$ cat src/rtl/pos_bcd_pkg.sv
// Shared constants, state encoding and nibble helper for the cursor-position BCD sequencer.
// Optional feature macro: POS_BCD_CHANGE_DETECT_EN (auto-start on position change).
package pos_bcd_pkg;

  localparam int X_BITS   = 10;
  localparam int Y_BITS   = 7;
  localparam int X_SHIFTS = 10;
  localparam int Y_SHIFTS = 7;
  localparam int X_MAX    = 999;
  localparam int Y_MAX    = 99;

  localparam int BIN_BITS = 10;
  localparam int BCD_BITS = 12;
  localparam int CNT_BITS = 4;

  localparam logic [3:0] DIGIT_BLANK = 4'hF;

  typedef enum logic [2:0] {
    IDLE    = 3'd0,
    LOAD_X  = 3'd1,
    SHIFT_X = 3'd2,
    LOAD_Y  = 3'd3,
    SHIFT_Y = 3'd4,
    DONE    = 3'd5
  } state_e;

  // Double-dabble correction applied to one decimal nibble before each shift.
  function automatic logic [3:0] add3(input logic [3:0] nib);
    return (nib >= 4'd5) ? (nib + 4'd3) : nib;
  endfunction

endpackage

$ cat src/rtl/bcd_shift_core.sv
// Binary-to-BCD shift/add-3 datapath; one load or one shift step per cycle.
// Shared between the x and y phases of pos_bcd_sequencer.
module bcd_shift_core
  import pos_bcd_pkg::*;
(
  input  logic                clk_i,
  input  logic                srst_i,
  input  logic                load_i,
  input  logic                shift_i,
  input  logic [BIN_BITS-1:0] bin_i,
  output logic [BCD_BITS-1:0] bcd_o,
  output logic [BCD_BITS-1:0] bcd_shifted_o
);

  logic [BIN_BITS-1:0] bin_q, bin_d;
  logic [BCD_BITS-1:0] bcd_q, bcd_d;
  logic [BCD_BITS-1:0] bcd_adj;

  generate
    for (genvar gi = 0; gi < BCD_BITS / 4; gi++) begin : g_adj
      assign bcd_adj[gi*4 +: 4] = add3(bcd_q[gi*4 +: 4]);
    end
  endgenerate

  // Result of the step that would happen this cycle, so callers can capture it on the last shift.
  assign bcd_shifted_o = {bcd_adj[BCD_BITS-2:0], bin_q[BIN_BITS-1]};
  assign bcd_o         = bcd_q;

  always_comb begin
    bin_d = bin_q;
    bcd_d = bcd_q;
    if (load_i) begin
      bin_d = bin_i;
      bcd_d = '0;
    end else if (shift_i) begin
      bin_d = {bin_q[BIN_BITS-2:0], 1'b0};
      bcd_d = bcd_shifted_o;
    end
  end

  always_ff @(posedge clk_i) begin
    if (srst_i) begin
      bin_q <= '0;
      bcd_q <= '0;
    end else begin
      bin_q <= bin_d;
      bcd_q <= bcd_d;
    end
  end

endmodule

$ cat src/rtl/pos_bcd_sequencer.sv
// Converts a cursor cell position (x, y) to decimal digits with a fixed 20-cycle latency.
// Define POS_BCD_CHANGE_DETECT_EN to also start a conversion whenever the position changes.
module pos_bcd_sequencer
  import pos_bcd_pkg::*;
(
  input  logic              clock,
  input  logic              reset,
  input  logic              start,
  input  logic [X_BITS-1:0] x_pos,
  input  logic [Y_BITS-1:0] y_pos,
  output logic              busy,
  output logic              done,
  output logic [3:0]        x_ones,
  output logic [3:0]        x_tens,
  output logic [3:0]        x_huns,
  output logic [3:0]        y_ones,
  output logic [3:0]        y_tens
);

  state_e state_q, state_d;
  logic [CNT_BITS-1:0] cnt_q, cnt_d;
  logic [X_BITS-1:0]   x_snap_q, x_snap_d;
  logic [Y_BITS-1:0]   y_snap_q, y_snap_d;
  logic [BCD_BITS-1:0] x_bcd_q, x_bcd_d;
  logic [3:0] x_ones_q, x_tens_q, x_huns_q, y_ones_q, y_tens_q;

  logic                core_load;
  logic                core_shift;
  logic [BIN_BITS-1:0] core_bin;
  logic [BCD_BITS-1:0] core_bcd;
  logic [BCD_BITS-1:0] core_bcd_shifted;
  logic                digit_upd;
  logic                trigger;
  logic                x_oor;
  logic                y_oor;

`ifdef POS_BCD_CHANGE_DETECT_EN
  logic first_q, first_d;

  assign trigger = start | first_q | (x_pos != x_snap_q) | (y_pos != y_snap_q);

  always_comb begin
    first_d = first_q;
    if (state_q == IDLE && trigger) begin
      first_d = 1'b0;
    end
  end

  always_ff @(posedge clock) begin
    if (reset) begin
      first_q <= 1'b1;
    end else begin
      first_q <= first_d;
    end
  end
`else
  assign trigger = start;
`endif

  bcd_shift_core u_core (
    .clk_i         (clock),
    .srst_i        (reset),
    .load_i        (core_load),
    .shift_i       (core_shift),
    .bin_i         (core_bin),
    .bcd_o         (core_bcd),
    .bcd_shifted_o (core_bcd_shifted)
  );

  always_comb begin
    state_d    = state_q;
    cnt_d      = cnt_q;
    x_snap_d   = x_snap_q;
    y_snap_d   = y_snap_q;
    x_bcd_d    = x_bcd_q;
    core_load  = 1'b0;
    core_shift = 1'b0;
    core_bin   = x_snap_q;
    digit_upd  = 1'b0;
    busy       = 1'b0;
    done       = 1'b0;
    case (state_q)
      IDLE: begin
        if (trigger) begin
          x_snap_d = x_pos;
          y_snap_d = y_pos;
          state_d  = LOAD_X;
        end
      end
      LOAD_X: begin
        busy      = 1'b1;
        core_load = 1'b1;
        core_bin  = x_snap_q;
        cnt_d     = '0;
        state_d   = SHIFT_X;
      end
      SHIFT_X: begin
        busy       = 1'b1;
        core_shift = 1'b1;
        cnt_d      = cnt_q + 1'b1;
        if (cnt_q == CNT_BITS'(X_SHIFTS - 1)) begin
          state_d = LOAD_Y;
        end
      end
      LOAD_Y: begin
        busy      = 1'b1;
        x_bcd_d   = core_bcd;
        core_load = 1'b1;
        // y is MSB-aligned so that Y_SHIFTS steps consume exactly its bits.
        core_bin  = {y_snap_q, {(BIN_BITS - Y_BITS){1'b0}}};
        cnt_d     = '0;
        state_d   = SHIFT_Y;
      end
      SHIFT_Y: begin
        busy       = 1'b1;
        core_shift = 1'b1;
        cnt_d      = cnt_q + 1'b1;
        if (cnt_q == CNT_BITS'(Y_SHIFTS - 1)) begin
          digit_upd = 1'b1;
          state_d   = DONE;
        end
      end
      DONE: begin
        done    = 1'b1;
        state_d = IDLE;
      end
      default: begin
        state_d = IDLE;
      end
    endcase
  end

  assign x_oor = (x_snap_q > X_BITS'(X_MAX));
  assign y_oor = (core_bcd_shifted[11:8] != 4'd0);

  always_ff @(posedge clock) begin
    if (reset) begin
      state_q  <= IDLE;
      cnt_q    <= '0;
      x_snap_q <= '0;
      y_snap_q <= '0;
      x_bcd_q  <= '0;
    end else begin
      state_q  <= state_d;
      cnt_q    <= cnt_d;
      x_snap_q <= x_snap_d;
      y_snap_q <= y_snap_d;
      x_bcd_q  <= x_bcd_d;
    end
  end

  // All five digits load together on the final shift edge, so they appear in DONE.
  always_ff @(posedge clock) begin
    if (reset) begin
      x_ones_q <= DIGIT_BLANK;
      x_tens_q <= DIGIT_BLANK;
      x_huns_q <= DIGIT_BLANK;
      y_ones_q <= DIGIT_BLANK;
      y_tens_q <= DIGIT_BLANK;
    end else if (digit_upd) begin
      x_ones_q <= x_oor ? DIGIT_BLANK : x_bcd_q[3:0];
      x_tens_q <= x_oor ? DIGIT_BLANK : x_bcd_q[7:4];
      x_huns_q <= x_oor ? DIGIT_BLANK : x_bcd_q[11:8];
      y_ones_q <= y_oor ? DIGIT_BLANK : core_bcd_shifted[3:0];
      y_tens_q <= y_oor ? DIGIT_BLANK : core_bcd_shifted[7:4];
    end
  end

  assign x_ones = x_ones_q;
  assign x_tens = x_tens_q;
  assign x_huns = x_huns_q;
  assign y_ones = y_ones_q;
  assign y_tens = y_tens_q;

endmodule

$ cat config.mk
export PLATFORM = sky130hd
export DESIGN_NAME = pos_bcd_sequencer
export DESIGN_NICKNAME = d
export VERILOG_FILES = /design/src/rtl/pos_bcd_pkg.sv /design/src/rtl/bcd_shift_core.sv /design/src/rtl/pos_bcd_sequencer.sv
export SDC_FILE = /design/constraint.sdc
export NUM_CORES = 1
export LEC_CHECK = 0
export CORE_AREA = 3 3 103 105
export DETAILED_ROUTE_END_ITERATION = 6
export DIE_AREA = 0 0 106 108
export PLACE_DENSITY = 0.71
export REMOVE_ABC_BUFFERS = 1
export SKIP_CTS_REPAIR_TIMING = 1
export SLEW_MARGIN = 30
export SYNTH_ARGS = -nofsm -noshare
export SYNTH_HDL_FRONTEND = slang
export SYNTH_HIERARCHICAL = 1
export SYNTH_SLANG_ARGS = --single-unit
$ cat constraint.sdc
create_clock -name clock -period 2 [get_ports clock]
set_clock_uncertainty 0.1 [all_clocks]
set_input_delay 0.2 -clock clock [delete_from_list [all_inputs] [get_ports clock]]
set_output_delay 0.2 -clock clock [all_outputs]
set_load 0.03 [all_outputs]
* Yosys cells after proc, flatten, opt, wreduce, memory -nomap -nowiden *
Index checks and enable logic that the tools add are counted.

operators by class
  $lt $le $gt $ge = 4
  div/mod/pow operators = 0
  equality and inequality tests = 10
  mux-type cells = 22
  shift operators = 0
  add/subtract/negate cells = 4
  bitwise gates (word level) = 0
  $mul = 0
  reduce and logical (&&, ||, !) cells = 10

operator list
  cell                  number
  $mux 10               3
  $mux 4                7
  $pmux 3 s5            1
  $ge 4x3->1 const B    3
  $mux 3                4
  $gt 10x10->1 const B  1
  $add 4x2->4 const B   2
  $pmux 4 s2            1
  $eq 3x2->1 const B    2
  $eq 3x3->1 const B    2
  $mux 1                6
  $ne 2x2->1 const B    3
  $reduce_or 2->1       3
  $add 4x1->4 const B   1
  $eq 4x3->1 const B    1
  $eq 4x4->1 const B    1
  $reduce_bool 2->1     2
  $reduce_bool 4->1     1
  $reduce_or 4->1       1
  $add 3x2->3 const B   1
  $eq 3x1->1 const B    1
  $logic_not 3->1       1
  $reduce_and 3->1      1
  $reduce_and 2->1      1

word-level totals
  latch bits = 0
  memories = 0
  memory bits (read-only) = 0
  logic and storage cells = 62
  output and inout bits = 22
  input port bits = 20
  memory bits (writable) = 0
  flip-flop bits (word level) = 78

* Longest topological paths before layout *
  depth in word-level cells = 5
  gate-level depth with buffers = 9
  gate-level depth less buffers = 8

* Hierarchy *
Netlist, hierarchy kept.

by module, submodules not included
  module             area each (um^2)  cells an instance  seq. area each (um^2)  instances
  pos_bcd_sequencer  2446.1            303                1121.1                 1
  bcd_shift_core     1221.2            153                440.4                  1

* Least setup slack after synthesis *
OpenSTA, ideal clock, no wires.

  kind = register to register
  start = register u_core.bcd_q[9], in the netlist u_core/bcd_o[9]
  end = register y_ones_q[0], in the netlist y_ones[0]
  clock period less this slack = 2.134 ns
  path slack = -0.134 ns
  data arrival time = 1.910 ns
  setup time = 0.124 ns
  data required time = 1.776 ns
  buffers on the path = 1
  cell stages (with the launch flop) = 10
  cell sequence = dfxtp_1 -> inv_1 -> ha_1 -> nand2b_1 -> a21oi_2 -> xnor2_1 -> or4_1 -> buf_1 -> nor4_1 -> o21ai_1

between the ends
  word-level cells in the longest chain between the ends = 4
  elaborated cells on any way between the ends = 5
  those cells by class = 1 x add/sub; 1 x order compare; 2 x mux; 1 x reduce/logical

RTL lines
  what                     RTL line                  RTL
  from (decl)              bcd_shift_core.sv:16      logic [BCD_BITS-1:0] bcd_q, bcd_d;
  from (signal assigned)   bcd_shift_core.sv:44      bcd_q <= '0;
  from (signal assigned)   bcd_shift_core.sv:47      bcd_q <= bcd_d;
  $ge 4x3->1               pos_bcd_pkg.sv:29         return (nib >= 4'd5) ? (nib + 4'd3) : nib;
  $mux 3                   pos_bcd_pkg.sv:29
  net core_bcd_shifted[9]  pos_bcd_sequencer.sv:31   logic [BCD_BITS-1:0] core_bcd_shifted;
  $reduce_bool 4->1        pos_bcd_sequencer.sv:134  assign y_oor = (core_bcd_shifted[11:8] != 4'd0);
  $mux 4                   pos_bcd_sequencer.sv:164  y_ones_q <= y_oor ? DIGIT_BLANK : core_bcd_shifted[3:0];
  to (signal assigned)     pos_bcd_sequencer.sv:164
  to (decl)                pos_bcd_sequencer.sv:25   logic [3:0] x_ones_q, x_tens_q, x_huns_q, y_ones_q, y_tens_q;

The timed path passes the listed nets, and every way through them passes these cells.
A chain may end at the register's enable or synchronous reset.

* Worst setup path in the final report *
  start = register u_core.bcd_q[9], in the netlist u_core/bcd_o[9]
  end = register y_tens_q[2], in the netlist y_tens[2]

between the ends
  word-level cells in the longest chain between the ends = 4
  elaborated cells on any way between the ends = 5
  those cells by class = 1 x add/sub; 1 x order compare; 2 x mux; 1 x reduce/logical

RTL lines
  what                     RTL line                  RTL
  $ge 4x3->1               pos_bcd_pkg.sv:29
  $mux 3                   pos_bcd_pkg.sv:29
  net core_bcd_shifted[9]  pos_bcd_sequencer.sv:31
  $reduce_bool 4->1        pos_bcd_sequencer.sv:134
  $mux 4                   pos_bcd_sequencer.sv:165  y_tens_q <= y_oor ? DIGIT_BLANK : core_bcd_shifted[7:4];
  to (signal assigned)     pos_bcd_sequencer.sv:165
  to (decl)                pos_bcd_sequencer.sv:25

The timed path passes the listed nets, and every way through them passes these cells.

==> flow_summary.ini <==
[status]
status = finished with violations
violations = setup timing

[critical_path]
path_class = reg2reg
cp_top_family = simple AND/OR/NAND/NOR gates
cp_slowest_cell = or4_4
reg2reg_slack_ns = -0.15
worst-path-max-fanout = 8
cpPeakStageDelay_ns = 0.59
required_ns = 2.13
path_cells = inv_4 > ha_4 > nand2b_4 > a21oi_4 > xnor2_1 > or4_4 > nor4_4 > o21ai_1
cp-start-kind = flip-flop
crit_buf_inv = 1
cp.arrival_ns = 2.28
end_kind = flip-flop

[floorplan]
die-area_um2 = 11400
num_rows = 36
start_util = 0.377
io_pins = 42
coreArea_um2 = 9730
die_x_um = 106
dieHeight_um = 108

[synth]
synth-simple-area-share = 0.236
syn_area_um2 = 3670
yosys.cell_types.count = 49
ys_seq_elements = 78
ys.flop_type = dfxtp_1
async_reset_ff_frac = 0
synth_adder_area_share = 0.0307
muxShareOfSynthArea = 0.0355
avgSynthCellArea_um2 = 8.04
ys_warn_count = 6
synth.yosys.seq_area_share = 0.426
synth_compound_area_frac = 0.195
synth_top_family_by_area = simple AND/OR/NAND/NOR gates
synth_xor_area_frac = 0.0119
synthCells = 456
synth_edf_count = 0

[placement]
gp_congestion = 0.865
dp_slack_ns = -0.368
hpwl_um = 6060
placed_area_um2 = 4290
port_buffers = 41
place_inst = 626

[cts]
htree_levels = 3
cts_root_buffer = clkbuf_8
cts_buffers = 9
cts_tree = built
clockBufferDepth = 2
clkLatencyLatePin_ns = 0.35
clkTransAtPathRegs_ns = 0.09
numClockSinks = 78

[routing]
via_per_inst = 5.24
first_pass_iters = 4
detail_route.wl_per_cell_um = 14.1
final_antenna_net_count = 0
drcViolationCount = 0
routed_wl_um = 9110
vias = 3389
drtIter0Drc = 191

[finish]
n_antenna_cell = 0
final_cell_mix = 94 x nand2_1, 70 x dfxtp_1, 56 x a21oi_1, 43 x nor2_1, 38 x clkdlybuf4s50_1
fin_area_um2 = 4730
fin_cells = 647
synthToLayoutAreaGrowth_pct = 28.9
final_common_cell = nand2_1
nFillCells = 944
finalNetCount = 538
drive_above_1_share = 0.175

[pwr]
cellPowerDensity_nw_per_um2 = 863
ir_drop_mv = 0.433
leakagePower_uw = 0.00179

[sta]
slew_headroom = 0.470
grt_setup_unrepaired = true
setup_tns_ns = -0.537
tightest_slew_ns = 0.792
finalWorstSetupSlack_ns = -0.154
fin_crit_sh = 1.08
fin_crit_ns = 2.15
setup_viol_count_final = 8
slew_violations = 0
hold_slack_ns = 0.248
hold_viol = 0
max_freq_mhz = 464

[global_routing]
grt_usage = 0.154
grt_start_max_net_pins = 32
gr-total-overflow = 0
busiest_layer = met2
met1_usage = 0.190
grt_use_met2 = 0.256
grt_pass1_wl_um = 14300
grt_pass1_vias = 3059
gr-usage-met3 = 0.0424
antenna_found_initial = 0

[hold_path]
min_path_type = in2reg

[job]
cap_violations = 0
==> cell usage after synthesis (all sizes together) (6+ instances only) <==
| cell type | count | area [um2] |
|---|---|---|
| a211oi | 13 | 97.6 |
| a21oi | 59 | 307 |
| a31oi | 14 | 87.6 |
| buf | 19 | 139 |
| clkbuf | 15 | 56.3 |
| dfxtp | 78 | 1560 |
| ha | 9 | 113 |
| inv | 11 | 41.3 |
| mux2i | 13 | 130 |
| nand2 | 94 | 353 |
| nand2b | 6 | 37.5 |
| nor2 | 45 | 176 |
| nor3 | 7 | 35.0 |
| nor4 | 8 | 50.1 |
| o21ai | 16 | 80.1 |
==> where the power goes <==
group	total [uW]	internal (uW)	switching, uW
logic	994	428	565
clock network	1350	745	604
registers	1740	1640	90.7
==> area by class of cell <==
class / instances / area (um2) / share of cell area
Timing Repair Buffer: 76 / 681 / 0.144
Clock inverter: 6 / 92.6 / 0.0196
Clock buffer: 10 / 138 / 0.0291
Multi-Input combinational cell: 333 / 2020 / 0.428
Sequential cell: 78 / 1580 / 0.334
Inverter: 11 / 48.8 / 0.0103
Tap cell: 133 / 166 / 0.0352
==> worst paths after layout <==
| path | startpoint | end | cells past startpoint |
|---|---|---|---|
| setup / recovery | u_core/bcd_o[9] | y_tens[2] | 8 |
| hold / removal | reset | cnt_q[0] | 3 |
| setup reg to reg | u_core/bcd_o[9] | y_tens[2] | 8 |
| hold reg to reg | x_snap_q[0] | x_snap_q[0] | 2 |
==> tightest hold or removal path, stage by stage <==
cell and delay (ns):
buf_2 0.13, buf_4 0.27, a21oi_1 0.06
==> state kept, by name, summed over array words and instances, names as in the netlist <==
| register | cells |
|---|---|
| x_ones | 4 |
| u_core/bcd_o | 12 |
| state_q | 3 |
| x_snap_q | 10 |
| y_tens | 4 |
| x_huns | 4 |
| x_bcd_q | 12 |
| y_ones | 4 |
| u_core/bin_q | 10 |
| cnt_q | 4 |
| x_tens | 4 |
| y_snap_q | 7 |
==> stage by stage <==
| stage | power (uW) | utilization |
|---|---|---|
| final | 4080 | 0.486 |
| after global routing | 4260 | 0.486 |
| after CTS | 3950 | 0.464 |
| after detailed placement | 2600 | 0.441 |
| after global placement | 2580 | 0.441 |
| after floorplan | 2250 | - |
==> logic make-up (layout without fill, tap and decap cells) <==
| logic type | count (synthesis) | count (layout) |
|---|---|---|
| DFF | 78 | 78 |
| buffers and inverters | 45 | 103 |
| AOI/OAI and AO/OA | 119 | 119 |
| and+or+nand+nor | 187 | 187 |
| xor gates and xnor gates | 5 | 5 |
| adders and majority gates | 9 | 9 |
| muxes | 13 | 13 |
==> metal layers <==
| layer | wire length (um) | up-vias |
|---|---|---|
| li1 | - | 1686 |
| met1 | 3830 | 1588 |
| met2 | 4490 | 99 |
| met3 | 639 | 16 |
| met4 | 144 | 0 |
| met5 | 0 | - |
No activity file was read; power rests on OpenSTA's default activity.
